$ cat src/rtl/cam_match_responder_if.sv
// Search/response bus of the CAM word store: write port, mismatch lines and the
// resolver's valid/ready response stream. MATCH_COUNT_EN adds the match_count signal.
interface cam_match_responder_if #(
    parameter int AW = 4
);
    logic          wr_en;
    logic [AW-1:0] wr_addr;
    logic [31:0]   wr_data;
    logic          search_valid;
    logic [63:0]   mismatch_lines;
    logic          busy;
    logic          any_match;
    logic          resp_valid;
    logic          resp_ready;
    logic [AW-1:0] resp_addr;
    logic          done;
`ifdef MATCH_COUNT_EN
    logic [AW:0]   match_count;
`endif

    modport master (
        output wr_en, wr_addr, wr_data, search_valid, mismatch_lines, resp_ready,
`ifdef MATCH_COUNT_EN
        input  match_count,
`endif
        input  busy, any_match, resp_valid, resp_addr, done
    );

    modport slave (
        input  wr_en, wr_addr, wr_data, search_valid, mismatch_lines, resp_ready,
`ifdef MATCH_COUNT_EN
        output match_count,
`endif
        output busy, any_match, resp_valid, resp_addr, done
    );
endinterface

$ cat src/rtl/cam_match_responder.sv
// CAM word store with tag latch and lowest-index-first multiple-match resolver.
// Optional MATCH_COUNT_EN: adds match_count, the number of tags still to be streamed.
module cam_match_responder #(
    parameter int WORDS = 16,
    parameter int AW    = 4
) (
    input  logic                    CLK,
    input  logic                    RST_N,
    cam_match_responder_if.slave    bus
);
    typedef enum logic [0:0] {ST_IDLE = 1'b0, ST_STREAM = 1'b1} state_t;

    state_t             state_q, state_d;
    logic [31:0]        mem_q [WORDS];
    logic [31:0]        mem_d [WORDS];
    logic [WORDS-1:0]   tags_q, tags_d;
    logic [WORDS-1:0]   match_s;
    logic [WORDS-1:0]   remain_s;
    logic               busy_q, busy_d;
    logic               any_match_q, any_match_d;
    logic               resp_valid_q, resp_valid_d;
    logic [AW-1:0]      resp_addr_q, resp_addr_d;
    logic               done_q, done_d;
`ifdef MATCH_COUNT_EN
    logic [AW:0]        match_count_q, match_count_d;
`endif

    function automatic logic [AW-1:0] lowest_set(input logic [WORDS-1:0] v);
        logic [AW-1:0] idx;
        idx = {AW{1'b0}};
        for (int i = WORDS - 1; i >= 0; i--) begin
            if (v[i]) begin
                idx = AW'(i);
            end else begin
                idx = idx;
            end
        end
        return idx;
    endfunction

`ifdef MATCH_COUNT_EN
    function automatic logic [AW:0] popcount(input logic [WORDS-1:0] v);
        logic [AW:0] cnt;
        cnt = {(AW+1){1'b0}};
        for (int i = 0; i < WORDS; i++) begin
            cnt = cnt + {{AW{1'b0}}, v[i]};
        end
        return cnt;
    endfunction
`endif

    // Per-word match against the mismatch lines; an idle bus pair never mismatches.
    always_comb begin
        for (int i = 0; i < WORDS; i++) begin
            logic mm;
            mm = 1'b0;
            for (int b = 0; b < 32; b++) begin
                mm = mm | (bus.mismatch_lines[2*b] & ~mem_q[i][b])
                        | (bus.mismatch_lines[2*b+1] & mem_q[i][b]);
            end
            match_s[i] = ~mm;
        end
    end

    // Tag set left after the currently presented address is consumed.
    always_comb begin
        remain_s = tags_q;
        remain_s[resp_addr_q] = 1'b0;
    end

    // Next-state: write port, tag latch and resolver stepping.
    always_comb begin
        mem_d         = mem_q;
        state_d       = state_q;
        tags_d        = tags_q;
        busy_d        = busy_q;
        any_match_d   = any_match_q;
        resp_valid_d  = resp_valid_q;
        resp_addr_d   = resp_addr_q;
        done_d        = 1'b0;
`ifdef MATCH_COUNT_EN
        match_count_d = match_count_q;
`endif
        if (bus.wr_en) begin
            mem_d[bus.wr_addr] = bus.wr_data;
        end else begin
            mem_d = mem_q;
        end

        case (state_q)
            ST_IDLE: begin
                if (bus.search_valid) begin
                    tags_d = match_s;
`ifdef MATCH_COUNT_EN
                    match_count_d = popcount(match_s);
`endif
                    if (|match_s) begin
                        state_d      = ST_STREAM;
                        busy_d       = 1'b1;
                        any_match_d  = 1'b1;
                        resp_valid_d = 1'b1;
                        resp_addr_d  = lowest_set(match_s);
                    end else begin
                        done_d = 1'b1;
                    end
                end else begin
                    tags_d = tags_q;
                end
            end
            ST_STREAM: begin
                if (resp_valid_q && bus.resp_ready) begin
                    tags_d = remain_s;
`ifdef MATCH_COUNT_EN
                    match_count_d = match_count_q - {{AW{1'b0}}, 1'b1};
`endif
                    if (|remain_s) begin
                        resp_addr_d = lowest_set(remain_s);
                    end else begin
                        state_d      = ST_IDLE;
                        busy_d       = 1'b0;
                        any_match_d  = 1'b0;
                        resp_valid_d = 1'b0;
                        resp_addr_d  = {AW{1'b0}};
                        done_d       = 1'b1;
                    end
                end else begin
                    tags_d = tags_q;
                end
            end
            default: begin
                state_d      = ST_IDLE;
                busy_d       = 1'b0;
                any_match_d  = 1'b0;
                resp_valid_d = 1'b0;
                resp_addr_d  = {AW{1'b0}};
            end
        endcase
    end

    // State, storage and registered outputs.
    always_ff @(posedge CLK or negedge RST_N) begin
        if (!RST_N) begin
            state_q      <= ST_IDLE;
            for (int i = 0; i < WORDS; i++) begin
                mem_q[i] <= 32'h0000_0000;
            end
            tags_q       <= {WORDS{1'b0}};
            busy_q       <= 1'b0;
            any_match_q  <= 1'b0;
            resp_valid_q <= 1'b0;
            resp_addr_q  <= {AW{1'b0}};
            done_q       <= 1'b0;
`ifdef MATCH_COUNT_EN
            match_count_q <= {(AW+1){1'b0}};
`endif
        end else begin
            state_q      <= state_d;
            mem_q        <= mem_d;
            tags_q       <= tags_d;
            busy_q       <= busy_d;
            any_match_q  <= any_match_d;
            resp_valid_q <= resp_valid_d;
            resp_addr_q  <= resp_addr_d;
            done_q       <= done_d;
`ifdef MATCH_COUNT_EN
            match_count_q <= match_count_d;
`endif
        end
    end

    assign bus.busy       = busy_q;
    assign bus.any_match  = any_match_q;
    assign bus.resp_valid = resp_valid_q;
    assign bus.resp_addr  = resp_addr_q;
    assign bus.done       = done_q;
`ifdef MATCH_COUNT_EN
    assign bus.match_count = match_count_q;
`endif
endmodule

$ cat src/flat_wrapper.sv
// flat-port wrapper written by rule: the top's interface ports become plain ports
module cam_match_responder_flat 
#(
    parameter int WORDS = 16,
    parameter int AW    = 4
)
  (CLK, RST_N, bus_wr_en, bus_wr_addr, bus_wr_data, bus_search_valid, bus_mismatch_lines, bus_resp_ready, bus_busy, bus_any_match, bus_resp_valid, bus_resp_addr, bus_done);
  cam_match_responder_if #(.AW(AW)) bus_i ();
  input  logic CLK;
  input  logic RST_N;
  input wire logic [$bits(bus_i.wr_en)-1:0] bus_wr_en;
  input wire logic [$bits(bus_i.wr_addr)-1:0] bus_wr_addr;
  input wire logic [$bits(bus_i.wr_data)-1:0] bus_wr_data;
  input wire logic [$bits(bus_i.search_valid)-1:0] bus_search_valid;
  input wire logic [$bits(bus_i.mismatch_lines)-1:0] bus_mismatch_lines;
  input wire logic [$bits(bus_i.resp_ready)-1:0] bus_resp_ready;
  output wire logic [$bits(bus_i.busy)-1:0] bus_busy;
  output wire logic [$bits(bus_i.any_match)-1:0] bus_any_match;
  output wire logic [$bits(bus_i.resp_valid)-1:0] bus_resp_valid;
  output wire logic [$bits(bus_i.resp_addr)-1:0] bus_resp_addr;
  output wire logic [$bits(bus_i.done)-1:0] bus_done;
  assign bus_i.wr_en = bus_wr_en;
  assign bus_i.wr_addr = bus_wr_addr;
  assign bus_i.wr_data = bus_wr_data;
  assign bus_i.search_valid = bus_search_valid;
  assign bus_i.mismatch_lines = bus_mismatch_lines;
  assign bus_i.resp_ready = bus_resp_ready;
  assign bus_busy = bus_i.busy;
  assign bus_any_match = bus_i.any_match;
  assign bus_resp_valid = bus_i.resp_valid;
  assign bus_resp_addr = bus_i.resp_addr;
  assign bus_done = bus_i.done;
  cam_match_responder #(.WORDS(WORDS), .AW(AW)) u_core (.CLK(CLK), .RST_N(RST_N), .bus(bus_i));
endmodule
$ cat config.mk
export PLATFORM = sky130hd
export DESIGN_NAME = cam_match_responder_flat
export DESIGN_NICKNAME = d
export VERILOG_FILES = /design/src/rtl/cam_match_responder_if.sv /design/src/rtl/cam_match_responder.sv /design/src/flat_wrapper.sv
export SDC_FILE = /design/constraint.sdc
export NUM_CORES = 1
export LEC_CHECK = 0
export CAP_MARGIN = 20
export CORE_ASPECT_RATIO = 0.6
export CORE_MARGIN = 2
export CORE_UTILIZATION = 40
export DETAILED_ROUTE_END_ITERATION = 10
export DONT_BUFFER_PORTS = 1
export PLACE_DENSITY_LB_ADDON = 0.15
export SLEW_MARGIN = 20
export SYNTH_ARGS = -nofsm -noshare
export SYNTH_HDL_FRONTEND = slang
export SYNTH_SLANG_ARGS = --single-unit
$ cat constraint.sdc
create_clock -name CLK -period 2.1 [get_ports CLK]
set_input_delay 0.105 -clock CLK [delete_from_list [all_inputs] [get_ports CLK]]
set_output_delay 0.105 -clock CLK [all_outputs]
set_load 0.02 [all_outputs]
---- After elaboration in Yosys (flattened, before gate mapping) ----
Index checks and enable logic that the tools add are counted.
word-level totals
  register bits ........................... 535
  latch bits .............................. 0
  RAM bits ................................ 0
  bits in read-only memories .............. 0
  output and inout bits ................... 8
  logic and storage cells ................. 2,661
  memories kept ........................... 0
operators by class
  $add $sub $neg .......................... 0
  multiply operators ...................... 0
  divide/modulo/power cells ............... 0
  order comparisons ....................... 4
  equality and inequality tests ........... 4
  shift operators ......................... 0
  multiplexer cells ....................... 60
  bitwise logic cells ..................... 2,564
  reductions and logical operators ........ 8
operator list
  cell                  count
  $and A1 B1 Y1         1,024
  $or A1 B1 Y1          1,008
  $not A1 Y1            529
  $bwmux W512           1
  $mux W4               36
  $demux W32 S4         1
  $mux W16              2
  $mux W32              1
  $pmux W16 S2          1
  $reduce_or A16 Y1     2
  $and A16 B16 Y16      1
  $not A16 Y16          1
  $mux W1               13
  $pmux W4 S2           1
  $ne A2 B2 Y1 const B  3
  $pmux W1 S2           3
  $ge A5 B5 Y1 const B  1
  $lt A4 B5 Y1 const B  1
  $lt A5 B1 Y1 const B  1
  $not A4 Y5            1
  $demux W1 S4          1
  $ge A4 B1 Y1 const B  1
  $reduce_and A4 Y1     1
  $logic_and A1 B1 Y1   3
  3 further kinds       3

---- Logic depth before layout (Yosys ltp) ----
  word-level depth ........................ 84
  gate-level depth with buffers ........... 10
  gate-level depth less buffers ........... 8

---- Least setup slack after synthesis ----
Ideal clock, no wire load.
  path kind ............................... reg-to-reg
  from .................................... register u_core.resp_addr_q[0] (netlist: u_core.bus.resp_addr[0])
  to ...................................... register u_core.resp_addr_q[0] (netlist: u_core.bus.resp_addr[0])
  library setup time ...................... 0.125 ns
  arrival time ............................ 2.000 ns
  required time ........................... 1.975 ns
  slack ................................... -0.025 ns
  stages on the path, launching flop included .. 9
  path through ............................ dfrtp_1 > buf_6 > mux2_2 > o32ai_2 > and2_1 > nand4b_1 > a32oi_1 > o21ai_1 > mux2_4
between the ends
  word-level cells in the longest chain between the ends .. 25
  elaborated cells between the ends (all ways) .. 27
RTL lines
  item                                                                       RTL line                    RTL
  start: declaration                                                         cam_match_responder.sv:22   logic [AW-1:0] resp_addr_q, resp_addr_d;
  start signal: assignment                                                   cam_match_responder.sv:151  resp_addr_q <= {AW{1'b0}};
  start signal: assignment                                                   cam_match_responder.sv:163  resp_addr_q <= resp_addr_d;
  $lt A4 B5 Y1 (not written as such) / $ge A4 B1 Y1 (equally long branches)  cam_match_responder.sv:68   remain_s[resp_addr_q] = 1'b0;
  $logic_and A1 B1 Y1 (not written as such)                                  cam_match_responder.sv:68
  $mux W1 (not written as such)                                              cam_match_responder.sv:68
  $demux W1 S4 (*)                                                           n/a
  $not A16 Y16 (no line) (*)                                                 n/a
  $and A16 B16 Y16 (no line) (*)                                             n/a
  $mux W4 (16 in series)                                                     cam_match_responder.sv:32   if (v[i]) begin
  $mux W4 (*)                                                                cam_match_responder.sv:116  if (|remain_s) begin
  $mux W4 (*)                                                                cam_match_responder.sv:111  if (resp_valid_q && bus.resp_ready) begin
  $pmux W4 S2 (*)                                                            cam_match_responder.sv:90   case (state_q)
Every way passes the cells marked *; elsewhere a longest branch is shown, timed or not. The select of a mux whose other input is x is not followed.
A chain may end at the register's enable or synchronous reset.

---- Final worst setup path ----
  from .................................... register u_core.resp_addr_q[1] (netlist: u_core.bus.resp_addr[1])
  to ...................................... register u_core.resp_addr_q[0] (netlist: u_core.bus.resp_addr[0])
Same word-level chain as after synthesis.

==> results_dict.tcl <==
set metrics [dict create \
    cts_sinks 535 \
    grt_pass1_vias 20100 \
    yosys_warnings 0 \
    cp-end-kind "flip-flop" \
    die_h_um 208 \
    pin_count 113 \
    min_path_type "input pin to async pin" \
    synth.top_cell.area_share_pct 48.2 \
    portBuffers 0 \
    netlist_area_um2 27800 \
    critPathArrivalTime_ns 2.97 \
    drt_iter0_markers 2028 \
    maxUsedRoutingLayer "met5" \
    setup_viol 8 \
    rsz0062_at_grt "true" \
    vias_per_cell 6.22 \
    wl_met3_um 13200 \
    ys_types 66 \
    setup_slack_ns -0.360 \
    fp.coreArea_um2 68400 \
    failed_checks "hold timing, setup timing" \
    p_leak_nw 14.0 \
    dp_slack_ns -0.484 \
    fin_crit_sh_pct 117 \
    async_flop_share_pct 100 \
    wl_um 113000 \
    crit_fanout 7 \
    ys_ff_latch 535 \
    area_growth_pct 16.0 \
    avgSynthCellArea_um2 13.1 \
    final_cell_mix "dfrtp_1 (533), mux2_2 (502), mux2i_1 (484)" \
    synth_fp_nets 2234 \
    clkLatencyLatePin_ns 0.64 \
    status "complete, but fails checks" \
    drtAntennaViolNets 0 \
    ys.flop_type "dfrtp_1" \
    place.gp.congestion 0.894 \
    layout_commonest_cell "dfrtp_1" \
    drc_errors 0 \
    crit_slowest_cell "dfrtp_1" \
    drt-met1-wl_um 50900 \
    yosysSeqAreaShare_pct 48.2 \
    grt_max_degree 536 \
    r2r_start "u_core.bus.resp_addr[1]" \
    dr.pass1.iters 6 \
    finClkSkew_ns 0.0175 \
    cp_num_buf_inv 1 \
    ir_drop_mv 0.643 \
    synth_top_area_cell "dfrtp_1" \
    cts_buffer_depth 3 \
    initial_core_util_pct 40.6 \
    cpLargestDelayFamily "compound AO/OA/AOI/OAI gates" \
    cts_root_buffer "clkbuf_16" \
    syn_inst 2129 \
    hold_viol_final 535 \
    grtUsageTotal_pct 31.4 \
    crit_chain "buf_4, nand3_1, a222oi_1, o2111a_1, o311ai_1, a32oi_1, o21ai_1, mux2_4" \
    fin_crit_ns 2.46 \
    synth_edf_count 0 \
    r2r_slack_ns -0.36 \
    cpPeakStageDelay_ns 0.52 \
    yosys-top-cells-area "dfrtp_1 (48%), mux2_2 (20%), mux2i_1 (18%)" \
    nNetsFinal 2349 \
    cts-hold-fix-buffers 59 \
    path_class "flip-flop to flip-flop" \
    dieArea_um2 71700 \
    vias 19900 \
    drive_above_1_share_pct 36.7 \
    cts_tree "built" \
    cts.clk_slew.worst_paths_ns 0.06 \
    cts_max_level 2 \
    worst_pin_slew_ns 1.25 \
    crit_required_ns 2.61 \
    wl_met2_um 45200 \
    crit_path_start "u_core.bus.resp_addr[1]" \
    place_hpwl_um 69500 \
    hold_ws_ns -0.811 \
    p_per_area_nw_per_um2 948 \
    max-slew-margin-rel_pct 16.4 \
    wire_per_inst_um 35.2 \
    rows 74 \
    gr-total-overflow 0 \
    grt_antenna_before_repair 6 \
    die_x_um 344 \
    numCtsBuffers 55 \
    maxSlewViolCount 0 \
    worstSetupStartpointType "flip-flop" \
    maxCapViolCount 0 \
    max_freq_mhz 407 \
    grt_pass1_wl_um 158000 \
]
## flip-flops by register name (all words and copies together), names as in the netlist
name                  cells
u_core.tags_q            16
u_core.bus.busy           1
u_core.state_q            1
u_core.bus.resp_addr      4
u_core.bus.done           1
u_core.mem_q            512
## Yosys cell counts (9+ instances only)
cell type    n
buf_1       16
nand4_1    119
dfrtp_1    535
nand2b_1    12
a21oi_1     16
o221ai_1     9
nor2_1      47
nor4_2      12
o211ai_1     9
buf_2       10
buf_4       29
nor4_1      19
a22oi_1      9
o21ai_0     25
mux2i_1    487
clkbuf_1    71
mux2_1      13
mux2_2     503
buf_6       37
nand3_1     11
nand2_1     40
inv_1       13
## cell families after synthesis
logic type / count (synthesis) / share of synthesized area (%)
mux: 1007 / 38.7
flops: 535 / 48.2
simple gates: 301 / 6.55
buf+inv: 177 / 3.83
compound gates: 109 / 2.76
## report_power, final
group          switching [mW]  total, mW  internal (mW)
combinational            1.96       5.42           3.46
clock                    4.47       10.8           6.36
sequential               1.68       14.3           12.6
## layout make-up
cell class                 count  area (um2)
tap                          912        1140
clock buffer                  82        1640
fill                        6046       36200
timing repair buffer         221        2070
antenna                        4        10.0
multi-input combinational   1417       13600
sequential                   535       13400
clock inverter                18         294
inverter                      14        52.6
## path summary, 6_finish.rpt
check                                          end  depth (start not counted)
setup / recovery           u_core.bus.resp_addr[0]                          8
hold / removal                   u_core.mem_q[148]                          0
setup reg to reg           u_core.bus.resp_addr[0]                          8
hold reg to reg                   u_core.tags_q[4]                          1
max in group asynchronous          u_core.mem_q[2]                          0
min in group CLK                  u_core.tags_q[2]                          6
## per-stage QoR
step | area [um2] | util (%) | total power [mW] | std cells | TNS (ns)
floorplan | 27800 | - | 18.3 | 2129 | 0
global placement | 29400 | 42.9 | 19.0 | 3037 | -2.63
detailed placement | 29400 | 42.9 | 19.2 | 3037 | -2.90
CTS | 32100 | 47.0 | 30.5 | 3199 | -1.62
global route | 32200 | 47.1 | 31.7 | 3199 | -2.61
finish | 32200 | 47.1 | 30.5 | 3203 | -1.93
## metal layers
layer | GRT usage (%) | vias to the layer above
met5 | 0 | -
met4 | 9.25 | 2
met3 | 11.2 | 191
met2 | 42.5 | 991
met1 | 46.3 | 10600
li1 | - | 8139
## repair_timing
item                                    in CTS  in global routing
hold endpoints to repair                  1061                535
gates cloned                                 0                  0
pin swaps                                   21                  8
setup buffers                                4                  0
gates resized for setup                     20                 15
endpoints found under the setup margin      10                 11
Note: power is estimated with default switching activity, not from simulation.
